<file path="src/rtl/vec_pkg.sv">
// Shared types and constants for the vector store sequencer.
// Lane geometry, FSM encoding and a one-hot helper used by the top.
package vec_pkg;

  localparam int unsigned LANES       = 4;
  localparam int unsigned DATA_W      = 32;
  localparam int unsigned ADDR_W      = 32;
  localparam int unsigned ADDR_STRIDE = 4;
  localparam int unsigned IDX_W       = $clog2(LANES);

  typedef enum logic [1:0] {
    IDLE   = 2'd0,
    ISSUE  = 2'd1,
    FINISH = 2'd2
  } vss_state_t;

  typedef logic [LANES-1:0] lane_mask_t;

  function automatic lane_mask_t lane_bit(input logic [IDX_W-1:0] idx);
    lane_bit = lane_mask_t'(1) << idx;
  endfunction

endpackage

</file>
<file path="src/rtl/lane_pick.sv">
// Lowest-set-bit priority encoder over a lane mask.
// any_o is low when no lane is enabled; idx_o is then 0.
module lane_pick
  import vec_pkg::*;
(
  input  logic [LANES-1:0] mask_i,
  output logic [IDX_W-1:0] idx_o,
  output logic             any_o
);

  // Scan from the top so the lowest set bit wins.
  always_comb begin
    idx_o = '0;
    any_o = 1'b0;
    for (int i = LANES - 1; i >= 0; i--) begin
      if (mask_i[i]) begin
        idx_o = IDX_W'(i);
        any_o = 1'b1;
      end
    end
  end

endmodule

</file>
<file path="src/rtl/vec_store_sequencer.sv">
// Serialises a masked 4-lane vector store into one memory write per cycle,
// stalling the upstream pipeline until every enabled lane is written.
module vec_store_sequencer
  import vec_pkg::*;
(
  input  logic                    clk_i,
  input  logic                    reset_i,
  input  logic                    req_valid_i,
  output logic                    req_ready_o,
  input  logic [ADDR_W-1:0]       req_base_addr_i,
  input  logic [LANES*DATA_W-1:0] req_data_i,
  input  logic [LANES-1:0]        req_mask_i,
  output logic                    mem_we_o,
  output logic [ADDR_W-1:0]       mem_addr_o,
  output logic [DATA_W-1:0]       mem_wdata_o,
  input  logic                    mem_ack_i,
  output logic                    stop_o,
  output logic                    done_o
);

  vss_state_t                     state_q, state_d;
  lane_mask_t                     mask_q, mask_d;
  logic [LANES-1:0][DATA_W-1:0]   data_q, data_d;
  logic [ADDR_W-1:0]              base_q, base_d;

  logic [IDX_W-1:0]               cur_idx;
  logic                           cur_any;
  lane_mask_t                     mask_rem;

  lane_pick u_lane_pick (
    .mask_i (mask_q),
    .idx_o  (cur_idx),
    .any_o  (cur_any)
  );

  assign mask_rem = mask_q & ~lane_bit(cur_idx);

  always_ff @(posedge clk_i or posedge reset_i) begin
    if (reset_i) begin
      state_q <= IDLE;
    end else begin
      state_q <= state_d;
    end
  end

  always_comb begin
    state_d = state_q;
    unique case (state_q)
      IDLE: begin
        if (req_valid_i) begin
          state_d = (req_mask_i != '0) ? ISSUE : FINISH;
        end
      end
      ISSUE: begin
        if (mem_ack_i && (mask_rem == '0)) begin
          state_d = FINISH;
        end
      end
      FINISH:  state_d = IDLE;
      default: state_d = IDLE;
    endcase
  end

  always_ff @(posedge clk_i or posedge reset_i) begin
    if (reset_i) begin
      mask_q <= '0;
      data_q <= '0;
      base_q <= '0;
    end else begin
      mask_q <= mask_d;
      data_q <= data_d;
      base_q <= base_d;
    end
  end

  // Request fields are captured only on acceptance; the mask then drains per ack.
  always_comb begin
    mask_d = mask_q;
    data_d = data_q;
    base_d = base_q;
    if (state_q == IDLE && req_valid_i) begin
      mask_d = req_mask_i;
      data_d = req_data_i;
      base_d = req_base_addr_i;
    end else if (state_q == ISSUE && mem_ack_i) begin
      mask_d = mask_rem;
    end
  end

  always_comb begin
    req_ready_o = (state_q == IDLE);
    stop_o      = (state_q != IDLE);
    done_o      = (state_q == FINISH);
    mem_we_o    = 1'b0;
    mem_addr_o  = '0;
    mem_wdata_o = '0;
    if (state_q == ISSUE && cur_any) begin
      mem_we_o    = 1'b1;
      mem_addr_o  = base_q + ADDR_W'(cur_idx) * ADDR_W'(ADDR_STRIDE);
      mem_wdata_o = data_q[cur_idx];
    end
  end

endmodule

</file>
<file path="config.mk">
export PLATFORM = sky130hd
export DESIGN_NAME = vec_store_sequencer
export DESIGN_NICKNAME = d
export VERILOG_FILES = /design/src/rtl/vec_pkg.sv /design/src/rtl/lane_pick.sv /design/src/rtl/vec_store_sequencer.sv
export SDC_FILE = /design/constraint.sdc
export NUM_CORES = 1
export LEC_CHECK = 0
export ABC_AREA = 1
export BUFFER_PORTS_ARGS = -buffer_cell sky130_fd_sc_hd__buf_2
export CAP_MARGIN = 20
export CORE_ASPECT_RATIO = 0.5
export CORE_MARGIN = 3
export CORE_UTILIZATION = 29
export DETAILED_ROUTE_END_ITERATION = 10
export PLACE_DENSITY = 0.47
export SETUP_SLACK_MARGIN = 0.05
export SLEW_MARGIN = 20
export SYNTH_ARGS = -nofsm -noshare
export SYNTH_HDL_FRONTEND = slang
export SYNTH_SLANG_ARGS = --single-unit
export TNS_END_PERCENT = 50
</file>
<file path="constraint.sdc">
create_clock -name clk_i -period 4.8 [get_ports clk_i]
set_input_delay 0.48 -clock clk_i [delete_from_list [all_inputs] [get_ports clk_i]]
set_output_delay 0.48 -clock clk_i [all_outputs]
set_load 0.01 [all_outputs]
</file>
==> impl_metrics.env <==
export IMPL_endpoint_kind="primary output"
export IMPL_syn_to_final_growth_pct=23.78
export IMPL_power_density_mw_per_mm2=679.4
export IMPL_clk_latency_ns=0.44
export IMPL_post_cts_resized=0
export IMPL_io_pins=236
export IMPL_status="complete, no violations"
export IMPL_hold_viol=0
export IMPL_grt_total_usage=0.1705
export IMPL_overflow=0
export IMPL_antenna_found_initial=0
export IMPL_max_freq_ghz=0.2460
export IMPL_die_area_sq_mm=0.03209
export IMPL_ys_types=30
export IMPL_period_needed_ns=4.065
export IMPL_slew_headroom=0.3319
export IMPL_cts_made_buffers=17
export IMPL_seq_power_share=0.333
export IMPL_fin_area_sq_mm=0.01072
export IMPL_slew_viol_final=0
export IMPL_drt_iter0_drc=416
export IMPL_dp_cells=1700
export IMPL_yosys_register_bits=166
export IMPL_vias=7888
export IMPL_drive_gt1_frac=0.2450
export IMPL_grt_pass1_vias=8002
export IMPL_place_hpwl_um=19130
export IMPL_swShare=0.4365
export IMPL_grt_max_degree=167
export IMPL_path_class="register to primary output"
export IMPL_ys_seq_area_frac=0.4798
export IMPL_antenna_cells=0
export IMPL_layout_commonest_cell="buf_2"
export IMPL_intPower_mw=4.102
export IMPL_port_buffers=235
export IMPL_crit_required_ns=4.32
export IMPL_cp_max_fo=36
export IMPL_core_area_sq_mm=0.02918
export IMPL_drcViolationCount=0
export IMPL_clk_pin_slew_ns=0.07
export IMPL_num_rows=44
export IMPL_synthCells=1121
export IMPL_netlist_area_sq_mm=0.008657
export IMPL_period_share=0.8469
export IMPL_final_setup_tns_ns=0
export IMPL_chipHeight_um=128.2
export IMPL_wl_um=27210
export IMPL_power_frac_comb=0.480
export IMPL_yosysWarnings=0
export IMPL_cts_setup_buffers=0
export IMPL_nets=1499
export IMPL_worst_clock_skew_ns=0.009524
export IMPL_syn_area_per_cell_sq_um=7.723
export IMPL_instances_no_fill=1730
export IMPL_drtPass1Iterations=5
export IMPL_min_path_type="input pin to register"
export IMPL_grt_pass1_wl_um=42920
export IMPL_drv_cap=0
export IMPL_setup_viol=0
export IMPL_syn_nets=1292
export IMPL_avgViaCountPerCell=4.560
export IMPL_worst_pin_slew_ns=1.002
export IMPL_mostFrequentLayoutCells="235 x buf_2, 196 x nor2_1, 174 x inv_1, 171 x nand2_1, 166 x dfrtp_1"
export IMPL_p_switching_mw=3.178
export IMPL_ant_nets=0
export IMPL_arrival_ns=3.58
export IMPL_htreeDepth=4
export IMPL_routedWlPerCell_um=15.73
export IMPL_place_area_sq_mm=0.01016
export IMPL_start_util=0.2967
export IMPL_hold_buffers=0
export IMPL_tritoncts="done"
export IMPL_leakagePower_nw=5.596
export IMPL_clkSinkCount=166
export IMPL_clockBufferDepth=2
export IMPL_clkPwrFrac=0.187
export IMPL_gp_congestion=0.8879
export IMPL_fp_dieW_um=250.3
export IMPL_rsz0062_at_grt="no"
export IMPL_cts_root_buf="clkbuf_16"
export IMPL_crit_path_start_kind="register"
export IMPL_ir_drop_mv=0.2474
[per-layer routing]
metal,routed length (um),track usage,vias up,part of all wire
met5,0,0,-,0
met4,393,0.04436,0,0.014
met3,909,0.03730,26,0.033
met2,13910,0.3031,124,0.51
met1,12010,0.2110,3808,0.44
li1,-,-,3930,-
[state kept, by name, summed over array words and instances (netlist names)]
signal,cells
state_q,2
mask_q,4
data_q,128
base_q,32
[power groups by stage]
stage / clock network [mW] / logic, mW / registers, mW
after detailed placement: 0 / 3.55 / 2.45
after global placement: 0 / 3.46 / 2.43
after global routing: 1.47 / 3.98 / 2.50
after floorplan: 0 / 2.51 / 2.33
after CTS: 1.41 / 3.56 / 2.42
final: 1.36 / 3.50 / 2.42
[metrics by stage]
| step | hold WS [ns] | power [mW] | setup WS (ns) | utilization |
|---|---|---|---|---|
| 4_1_cts | 0.2370 | 7.388 | 0.6190 | 0.3672 |
| 3_5_place_dp | 0.4936 | 5.992 | 1.109 | 0.3482 |
| 5_1_grt | 0.2467 | 7.949 | 0.4144 | 0.3672 |
| 2_1_floorplan | 0.4781 | 4.845 | 1.864 | - |
| 3_3_place_gp | 0.4890 | 5.887 | 1.229 | 0.3463 |
| 6_report | 0.2678 | 7.280 | 0.7351 | 0.3672 |
[cell usage after synthesis]
cell type  number  share of area
a211oi_2        1         0.0014
a21oi_1       158          0.091
a21oi_4         1         0.0019
a31oi_1         1        0.00072
buf_1           2        0.00087
buf_2          37          0.021
buf_4           7         0.0061
buf_6           4         0.0052
clkbuf_1        6         0.0026
dfrtp_1       166           0.48
fa_1            1         0.0023
ha_1            2         0.0029
inv_1         175          0.076
inv_2           4         0.0017
mux2_2         42          0.055
nand2_1       171          0.074
nand2_2         3         0.0022
nand3_1        81          0.047
nand3_4         1         0.0020
nand4_1         4         0.0029
nor2_1        196          0.085
nor2_2          4         0.0029
nor2_4          1         0.0013
nor2_8          1         0.0023
nor3_1          2         0.0012
o211ai_1        1        0.00087
o21ai_0        16         0.0093
o21ai_1        30          0.017
xnor2_1         2         0.0020
xor2_1          1         0.0010
[worst max-delay path, cell delays in order, from the launching register on]
cell,delay [ns]
dfrtp_1,0.47
nor2_8,0.55
nand2_2,0.45
fa_1,0.56
inv_1,0.07
nand2_1,0.10
nor2_1,0.24
nand2_1,0.16
nor2_1,0.15
nor2_1,0.06
nor3_1,0.17
buf_2,0.17
[worst paths after layout]
kind                                         from                      to  slack [ns]  cells past startpoint
setup / recovery            mask_q[1]$_DFFE_PP0P_          mem_addr_o[16]        0.74                     11
hold reg to reg            data_q[86]$_DFFE_PP0P_  data_q[86]$_DFFE_PP0P_        0.51                      1
hold / removal                     req_data_i[90]  data_q[90]$_DFFE_PP0P_        0.27                      2
max in group asynchronous                 reset_i  data_q[17]$_DFFE_PP0P_        3.74                      3
min in group asynchronous                 reset_i  data_q[10]$_DFFE_PP0P_        0.28                      3
setup reg to reg            mask_q[1]$_DFFE_PP0P_  state_q[0]$_DFFE_PP0P_        2.51                      6
[layout make-up]
class	instances	area [sq um]
clock buffer	23	457.9
clock inverter	7	97.59
fill	3118	18460
inverter	179	675.6
multi-input combinational	720	3532
sequential	166	4154
tap	391	489.2
timing repair buffer	244	1309
[cells by family after synthesis]
kind of cell,share of synthesized area
and+or+nand+nor,0.2207
buffers and inverters,0.1137
AOI/OAI and AO/OA,0.1229
DFF,0.4798
muxes,0.05463
xor gates and xnor gates,0.003036
adders and majority gates,0.005203
Power figures use the tool's default switching activity.
